===== src/rtl/board_io_ctrl_if.sv =====
// Register-port bundle between the MicroBlaze bus bridge (master) and board_io_ctrl (slave).
interface board_io_ctrl_if;
  logic        REG_WR;
  logic        REG_RD;
  logic [2:0]  REG_ADDR;
  logic [31:0] REG_WDATA;
  logic [31:0] REG_RDATA;
  logic        REG_RVALID;
  logic        IRQ;

  modport master (
    output REG_WR, REG_RD, REG_ADDR, REG_WDATA,
    input  REG_RDATA, REG_RVALID, IRQ
  );

  modport slave (
    input  REG_WR, REG_RD, REG_ADDR, REG_WDATA,
    output REG_RDATA, REG_RVALID, IRQ
  );
endinterface


===== src/rtl/board_io_ctrl.sv =====
// Board user-I/O controller: synchronised, debounced buttons/switches with latched
// interrupts, and static/blinking LEDs, behind a small 8-register port.
module board_io_ctrl #(
  parameter int NUM_BTN         = 4,
  parameter int NUM_SW          = 4,
  parameter int NUM_LED         = 4,
  parameter int DEBOUNCE_CYCLES = 65536,
  parameter int BLINK_DIV       = 25000000
) (
  input  logic               CLK,
  input  logic               RESET,
  input  logic [NUM_BTN-1:0] BTN_IN,
  input  logic [NUM_SW-1:0]  SW_IN,
  output logic [NUM_LED-1:0] LED_OUT,
  board_io_ctrl_if.slave     reg_if
);

  localparam int NUM_IN = NUM_BTN + NUM_SW;
  localparam int DBW    = $clog2(DEBOUNCE_CYCLES);
  localparam int BKW    = (BLINK_DIV > 1) ? $clog2(BLINK_DIV) : 1;

  localparam logic [DBW-1:0]    DB_LAST = DBW'(DEBOUNCE_CYCLES - 1);
  localparam logic [BKW-1:0]    BK_LAST = BKW'(BLINK_DIV - 1);
  localparam logic [NUM_IN-1:0] SW_MASK = {{NUM_SW{1'b1}}, {NUM_BTN{1'b0}}};
  localparam logic [31:0]       VERSION = {8'd1, 8'(NUM_BTN), 8'(NUM_SW), 8'(NUM_LED)};

  typedef enum logic [2:0] {
    ADDR_BTN      = 3'd0,
    ADDR_SW       = 3'd1,
    ADDR_PEND     = 3'd2,
    ADDR_IRQ_EN   = 3'd3,
    ADDR_LED_VAL  = 3'd4,
    ADDR_LED_MODE = 3'd5,
    ADDR_VERSION  = 3'd6,
    ADDR_RSVD     = 3'd7
  } reg_addr_e;

  logic [NUM_IN-1:0]           sync1_q, sync1_d, sync2_q, sync2_d;
  logic [NUM_IN-1:0]           stable_q, stable_d;
  logic [NUM_IN-1:0][DBW-1:0]  cnt_q, cnt_d;
  logic [NUM_IN-1:0]           pending_q, pending_d, irq_en_q, irq_en_d;
  logic [NUM_LED-1:0]          led_val_q, led_val_d, led_mode_q, led_mode_d;
  logic [NUM_LED-1:0]          led_out_q, led_out_d;
  logic [BKW-1:0]              presc_q, presc_d;
  logic                        phase_q, phase_d;
  logic [31:0]                 rdata_q, rdata_d;
  logic                        rvalid_q, rvalid_d, irq_q, irq_d;

  reg_addr_e         addr;
  logic [31:0]       rd_mux;
  logic [NUM_IN-1:0] events, w1c;
  logic              unused_wdata;

  assign addr         = reg_addr_e'(reg_if.REG_ADDR);
  assign unused_wdata = ^reg_if.REG_WDATA;

  // Synchroniser and per-input debounce; S only follows sync after a full quiet window.
  always_comb begin
    // NOTE: each _d starts from a full default, so no branch below can infer a latch.
    sync1_d  = {SW_IN, BTN_IN};
    sync2_d  = sync1_q;
    stable_d = stable_q;
    cnt_d    = cnt_q;
    for (int i = 0; i < NUM_IN; i++) begin
      if (sync2_q[i] == stable_q[i]) begin
        cnt_d[i] = '0;
      end else if (cnt_q[i] == DB_LAST) begin
        stable_d[i] = sync2_q[i];
        cnt_d[i]    = '0;
      end else begin
        cnt_d[i] = cnt_q[i] + DBW'(1);
      end
    end
  end

  // Buttons latch on press only; switches latch on any change.
  always_comb begin
    events = (stable_d ^ stable_q) & (stable_d | SW_MASK);
    w1c    = '0;
    if (reg_if.REG_WR && addr == ADDR_PEND) w1c = reg_if.REG_WDATA[NUM_IN-1:0];
    pending_d  = (pending_q & ~w1c) | events;
    irq_en_d   = irq_en_q;
    led_val_d  = led_val_q;
    led_mode_d = led_mode_q;
    if (reg_if.REG_WR) begin
      case (addr)
        ADDR_IRQ_EN:   irq_en_d   = reg_if.REG_WDATA[NUM_IN-1:0];
        ADDR_LED_VAL:  led_val_d  = reg_if.REG_WDATA[NUM_LED-1:0];
        ADDR_LED_MODE: led_mode_d = reg_if.REG_WDATA[NUM_LED-1:0];
        default:       ;
      endcase
    end
  end

  // Read mux sees pre-write state, so a same-cycle RD/WR returns the old value.
  always_comb begin
    rd_mux = '0;
    case (addr)
      ADDR_BTN:      rd_mux = 32'(stable_q[NUM_BTN-1:0]);
      ADDR_SW:       rd_mux = 32'(stable_q[NUM_IN-1:NUM_BTN]);
      ADDR_PEND:     rd_mux = 32'(pending_q);
      ADDR_IRQ_EN:   rd_mux = 32'(irq_en_q);
      ADDR_LED_VAL:  rd_mux = 32'(led_val_q);
      ADDR_LED_MODE: rd_mux = 32'(led_mode_q);
      ADDR_VERSION:  rd_mux = VERSION;
      default:       rd_mux = '0;
    endcase
    rdata_d  = reg_if.REG_RD ? rd_mux : rdata_q;
    rvalid_d = reg_if.REG_RD;
    irq_d    = |(pending_q & irq_en_q);
  end

  always_comb begin
    presc_d = presc_q + BKW'(1);
    phase_d = phase_q;
    if (presc_q == BK_LAST) begin
      presc_d = '0;
      phase_d = ~phase_q;
    end
    led_out_d = led_val_q & (~led_mode_q | {NUM_LED{phase_q}});
  end

  // NOTE: the debounce counter array is reset with everything else; a stale count
  // surviving reset could accept an input early.
  always_ff @(posedge CLK or negedge RESET) begin
    if (!RESET) begin
      sync1_q    <= '0;
      sync2_q    <= '0;
      stable_q   <= '0;
      cnt_q      <= '0;
      pending_q  <= '0;
      irq_en_q   <= '0;
      led_val_q  <= '0;
      led_mode_q <= '0;
      led_out_q  <= '0;
      presc_q    <= '0;
      phase_q    <= 1'b0;
      rdata_q    <= '0;
      rvalid_q   <= 1'b0;
      irq_q      <= 1'b0;
    end else begin
      // NOTE: non-blocking so every flop samples pre-edge values whatever the order.
      sync1_q    <= sync1_d;
      sync2_q    <= sync2_d;
      stable_q   <= stable_d;
      cnt_q      <= cnt_d;
      pending_q  <= pending_d;
      irq_en_q   <= irq_en_d;
      led_val_q  <= led_val_d;
      led_mode_q <= led_mode_d;
      led_out_q  <= led_out_d;
      presc_q    <= presc_d;
      phase_q    <= phase_d;
      rdata_q    <= rdata_d;
      rvalid_q   <= rvalid_d;
      irq_q      <= irq_d;
    end
  end

  assign LED_OUT           = led_out_q;
  assign reg_if.REG_RDATA  = rdata_q;
  assign reg_if.REG_RVALID = rvalid_q;
  assign reg_if.IRQ        = irq_q;

endmodule


===== src/flat_wrapper.sv =====
// flat-port wrapper written by rule: the top's interface ports become plain ports
module board_io_ctrl_flat 
#(
  parameter int NUM_BTN         = 4,
  parameter int NUM_SW          = 4,
  parameter int NUM_LED         = 4,
  parameter int DEBOUNCE_CYCLES = 65536,
  parameter int BLINK_DIV       = 25000000
)
  (CLK, RESET, BTN_IN, SW_IN, LED_OUT, reg_if_REG_WR, reg_if_REG_RD, reg_if_REG_ADDR, reg_if_REG_WDATA, reg_if_REG_RDATA, reg_if_REG_RVALID, reg_if_IRQ);
  board_io_ctrl_if reg_if_i ();
  input  logic CLK;
  input  logic RESET;
  input  logic [NUM_BTN-1:0] BTN_IN;
  input  logic [NUM_SW-1:0] SW_IN;
  output logic [NUM_LED-1:0] LED_OUT;
  input wire logic [$bits(reg_if_i.REG_WR)-1:0] reg_if_REG_WR;
  input wire logic [$bits(reg_if_i.REG_RD)-1:0] reg_if_REG_RD;
  input wire logic [$bits(reg_if_i.REG_ADDR)-1:0] reg_if_REG_ADDR;
  input wire logic [$bits(reg_if_i.REG_WDATA)-1:0] reg_if_REG_WDATA;
  output wire logic [$bits(reg_if_i.REG_RDATA)-1:0] reg_if_REG_RDATA;
  output wire logic [$bits(reg_if_i.REG_RVALID)-1:0] reg_if_REG_RVALID;
  output wire logic [$bits(reg_if_i.IRQ)-1:0] reg_if_IRQ;
  assign reg_if_i.REG_WR = reg_if_REG_WR;
  assign reg_if_i.REG_RD = reg_if_REG_RD;
  assign reg_if_i.REG_ADDR = reg_if_REG_ADDR;
  assign reg_if_i.REG_WDATA = reg_if_REG_WDATA;
  assign reg_if_REG_RDATA = reg_if_i.REG_RDATA;
  assign reg_if_REG_RVALID = reg_if_i.REG_RVALID;
  assign reg_if_IRQ = reg_if_i.IRQ;
  board_io_ctrl #(.NUM_BTN(NUM_BTN), .NUM_SW(NUM_SW), .NUM_LED(NUM_LED), .DEBOUNCE_CYCLES(DEBOUNCE_CYCLES), .BLINK_DIV(BLINK_DIV)) u_core (.CLK(CLK), .RESET(RESET), .BTN_IN(BTN_IN), .SW_IN(SW_IN), .LED_OUT(LED_OUT), .reg_if(reg_if_i));
endmodule

===== config.mk =====
export PLATFORM = sky130hd
export DESIGN_NAME = board_io_ctrl_flat
export DESIGN_NICKNAME = d
export VERILOG_FILES = /design/src/rtl/board_io_ctrl_if.sv /design/src/rtl/board_io_ctrl.sv /design/src/flat_wrapper.sv
export SDC_FILE = /design/constraint.sdc
export NUM_CORES = 1
export LEC_CHECK = 0
export CORE_MARGIN = 8
export CORE_UTILIZATION = 54
export DETAILED_ROUTE_END_ITERATION = 7
export DONT_BUFFER_PORTS = 1
export GPL_TIMING_DRIVEN = 0
export PLACE_DENSITY = 0.69
export RECOVER_POWER = 100
export SYNTH_ARGS = -nofsm -noshare
export SYNTH_HDL_FRONTEND = slang
export SYNTH_SLANG_ARGS = --single-unit

===== constraint.sdc =====
create_clock -name CLK -period 2.35 [get_ports CLK]
set_clock_uncertainty 0.05 [all_clocks]
set_input_delay 0.235 -clock CLK [delete_from_list [all_inputs] [get_ports CLK]]
set_output_delay 0.235 -clock CLK [all_outputs]
set_load 0.01 [all_outputs]

# == Word-level counts from Yosys, hierarchy flattened ==
# Index checks and enable logic that the tools add are counted.
# totals
ff_bits,240
ram_bits,0
memories,0
mem_bits_ro,0
wordCells,104
latchBits,0
# op_classes
multipliers,0
add_sub_neg,9
bitwise_logic,10
div,0
reduce_logical,6
n_lt_le_gt_ge,0
n_shift,0
n_mux,35
eq_ne,23
# ops
operator,n
16-bit 2-to-1 mux,16
25-bit one-hot mux with 7 select lines,1
"16-bit by 1-bit adder with 16-bit output, second input constant",8
"16-bit equality test, second input constant",8
"25-bit by 1-bit adder with 25-bit output, second input constant",1
"25-bit equality test, second input constant",1
25-bit 2-to-1 mux,1
8-bit AND,3
1-bit 2-to-1 mux,16
"3-bit equality test, second input constant",3
1-bit equality test,8
8-bit 2-to-1 mux,1
8-bit inverter,1
8-bit OR,1
8-bit OR reduction,1
8-bit bitwise XOR,1
"3-bit by 2-bit equality test with 1-bit output, second input constant",2
2-bit AND reduction,3
4-bit AND,1
4-bit inverter,1
4-bit OR,1
"3-bit by 1-bit equality test with 1-bit output, second input constant",1
3-bit zero test,1
1-bit logical AND,1
1-bit inverter,1

# == Longest topological paths before layout ==
# logic_depth
depth_word,6
mapped_depth,6

# == Least setup slack after synthesis ==
# OpenSTA, ideal clock, no wires.
# synth_timing
kind,register -> register
from,register u_core.presc_q[0]
to,register u_core.presc_q[24]
arrival_time_ps,1756
setup_slack_ps,467
path_stages_with_launch,7
setup_ps,77
period_less_slack_ps,1883
cell_sequence,dfrtp_1 ha_1 nand3_1 or2_2 clkbuf_1 or4_1 a21oi_1
# synth_between
elab_chain_cells,2
elab_cells_between_ends,3
# synth_rtl
item,line,text
"start, declared",board_io_ctrl.sv:44,"logic [BKW-1:0] presc_q, presc_d;"
"start signal, assigned",board_io_ctrl.sv:152,presc_q <= presc_d;
25-bit by 1-bit adder with 25-bit output / 25-bit equality test (equally long branches),"board_io_ctrl.sv:114, board_io_ctrl.sv:116",
25-bit 2-to-1 mux (*),board_io_ctrl.sv:116,if (presc_q == BK_LAST) begin
via u_core.presc_d[24],board_io_ctrl.sv:44,
# The timed path passes the listed nets; every way through them passes the cells marked *.
# A chain may end at the register's enable or synchronous reset.

# == Final worst setup path ==
# layout_timing
from,register u_core.presc_q[8]
to,register u_core.presc_q[21]
# Same word-level chain as after synthesis.

==> qor.csv <==
metric;value;unit
status;complete, but fails checks;
failing checks;hold timing;
Distinct cells, synth;53;
crit path kind;register to register;
f_max;465;MHz
DP Area;10500;um^2
Yosys top cell area share;53.7;%
starting density of the core;54.6;%
initial antenna violation count;2;
Synth Register Bits;217;
Syn Inst Count;975;
CTS Buf Count;24;
leading cell type in the layout, fill and taps excluded;dfrtp_1;
Pint;6.56;mW
leakage;4.97;nW
clk_lat worst skew;510;ps
startpoint types;register;
Final Hold Violating Endpoints;217;
Vias/cell;5.49;
slew at the pin closest to its max-slew limit;603;ps
main area contributors after synthesis;dfrtp_1 (54%), xor2_1 (5.4%), xnor2_1 (4.9%);
DR DRC count;0;
drt wl/cell;15.0;um
port buffer count;0;
1st-pass router iterations;5;
sw power;1.80;mW
layout filler cell count;1526;
antenna violation net count after detailed routing;0;
Design Area, Final;11500;um^2
clk buf depth;3;
gpl congestion;0.810;
Non-Filler Instances;1288;
Critical Path RT;2700;ps
nets;1095;
Clock power frac;46.4;%
Detailed Place HPWL;12800;um
RSZ-0062 raised after global routing;false;
post-route setup slack;201;ps
Synth-to-Final Area Change;13.5;%
relative slew slack;59.5;%
worst reg2reg path depth;6;
number of synthesized flops with an enable pin;0;
critical path peak fanout;10;
Via Count;7076;
die height;153;um
hold buffers post-CTS;18;
Initial DRC Count;402;
MaxCap Viol Count;0;
layout cells sized above 1;9.87;%
Routed WL;19300;um
n_diodes;0;
post-layout min period;2150;ps
R2R Setup Slk;200;ps
final setup TNS;0;ps
pre-CTS setup slack;123;ps
CTS tree;built;
synthesized area;10100;um^2
most frequent cells in the layout;dfrtp_1 (217), nor2_1 (129), nand3_1 (65);
ys flop type;dfrtp_1;
Avg Cell Area, Syn;10.4;um^2
fin crit share;91.5;%
Clock Tree Root;clkbuf_16;
R2R Path Start;u_core.presc_q[8];
Post-CTS Setup Inserts;0;
clk sinks;217;
critical path arrival;2500;ps
first-pass GRT wire length;32900;um
Reg power frac;48.7;%
Clk pin slew, worst setup/hold paths;60;ps
largest net degree at the start of global routing;218;
sw frac;21.6;%
IO Pins;85;
post-synth top area cell;dfrtp_1;
RR Endpoint;u_core.presc_q[21];
final setup fails;0;
Core Region;18500;um^2
Placed Cells;1229;
number of global-route vias before repair;6863;
Pins Over Slew Limit;0;
power per standard cell area;729;nW/um^2
fin util;62.0;%
Async SR Flop Fraction;100;%
hold slack;-617;ps
total track usage;16.5;%
VDD IR max;0.000537;V
DIE AREA;23400;um^2
Rows;50;
hold crit path type;input pin to asynchronous set/reset pin;
grt ovf;0;
H-tree depth;1;
yosys warns;0;
Logic pwr share;4.9;%
die width;153;um
Seq/Total Area, Yosys;53.7;%
Worst Setup End Kind;register;
-- worst max-delay path by stage --
stage | start | slack (ps) | end | cells after the start
floorplan | u_core.presc_q[0] | 470 | u_core.presc_q[24] | 6
global placement | u_core.presc_q[8] | 100 | u_core.presc_q[3] | 6
detailed placement | u_core.presc_q[8] | 120 | u_core.presc_q[14] | 6
CTS | u_core.presc_q[8] | 110 | u_core.presc_q[3] | 6
global route | u_core.cnt_q[2] | 20 | u_core.cnt_q[7] | 6
finish | u_core.presc_q[8] | 200 | u_core.presc_q[21] | 6
-- cells by family after synthesis --
| family | after synthesis | synth area share [%] |
|---|---|---|
| AND/OR/NAND/NOR | 420 | 21.1 |
| other | 1 | 0.0371 |
| buffers and inverters | 80 | 3.96 |
| XOR/XNOR | 119 | 10.3 |
| multiplexers | 34 | 3.85 |
| adder cells (fa/ha/maj) | 9 | 1.11 |
| AO/OA/AOI/OAI | 95 | 5.95 |
| flip-flops | 217 | 53.7 |
-- sequential cells by signal, indices dropped and copies added (netlist names), 8 cells and up --
signal                   flops
u_core.pending_q             8
u_core.sync1_q               8
u_core.presc_q              25
u_core.stable_q              8
u_core.irq_en_q              8
u_core.cnt_q               128
u_core.reg_if.REG_RDATA      9
u_core.sync2_q               8
-- layer usage --
metal  track usage, %  vias to the layer above  share of wire (%)
li1                 -                     3503                  -
met2             26.5                      106                 46
met4             5.37                        4                2.6
met3             3.35                       30                4.2
met5                0                        -               0.13
met1             22.1                     3433                 47
-- cell type report --
type / count / area [um^2] / area share, %
clock inverter: 8 / 121 / 1.06
sequential: 217 / 5430 / 47.3
inverter: 30 / 113 / 0.981
buffer: 50 / 275 / 2.40
tap: 234 / 293 / 2.55
multi-input combinational: 698 / 4350 / 37.9
timing repair buffer: 18 / 180 / 1.57
clock buffer: 33 / 716 / 6.23
-- synth_stat cells, drive strengths merged, types with 4 or more instances --
library cell,instances
a21boi,4
nand4,44
nor2b,5
nand2b,5
xnor2,57
or4,6
clkbuf,17
o21ai,27
mux2,29
a31o,5
ha,9
o22ai,6
a21oi,24
and2,8
or3,24
nor3,15
and3,21
nand2,58
and4,16
buf,33
a22oi,7
xor2,62
mux2i,4
nor4,16
dfrtp,217
nor2,130
o31ai,8
inv,30
nand3,65
-- repair_timing --
item | in CTS | in global routing
setup endpoints to repair | 0 | 10
endpoints found under the hold margin | 254 | 217
resized for setup | 0 | 1
-- power by group through the flow --
stage / registers, mW / clock network, mW / logic, mW
after global placement: 4.13 / 0 / 0.372
after global routing: 4.09 / 4.14 / 0.457
after detailed placement: 4.14 / 0 / 0.378
after CTS: 4.07 / 4.00 / 0.413
final: 4.07 / 3.88 / 0.409
after floorplan: 4.08 / 0 / 0.316
-- per-stage QoR --
stage | hold WS [ps] | power (mW)
after floorplan | -111 | 4.40
after global placement | -99.8 | 4.51
after detailed placement | -99.7 | 4.52
after CTS | -635 | 8.48
after global routing | -637 | 8.68
final | -617 | 8.37
-- worst max-delay path, cell delays in order (launching register included) --
cell      delay [ps]
dfrtp_1          320
clkbuf_1         250
nand4_1          200
or4_4            540
buf_2            200
o41a_1           400
o31ai_1           70
Power figures use the tool's default switching activity.
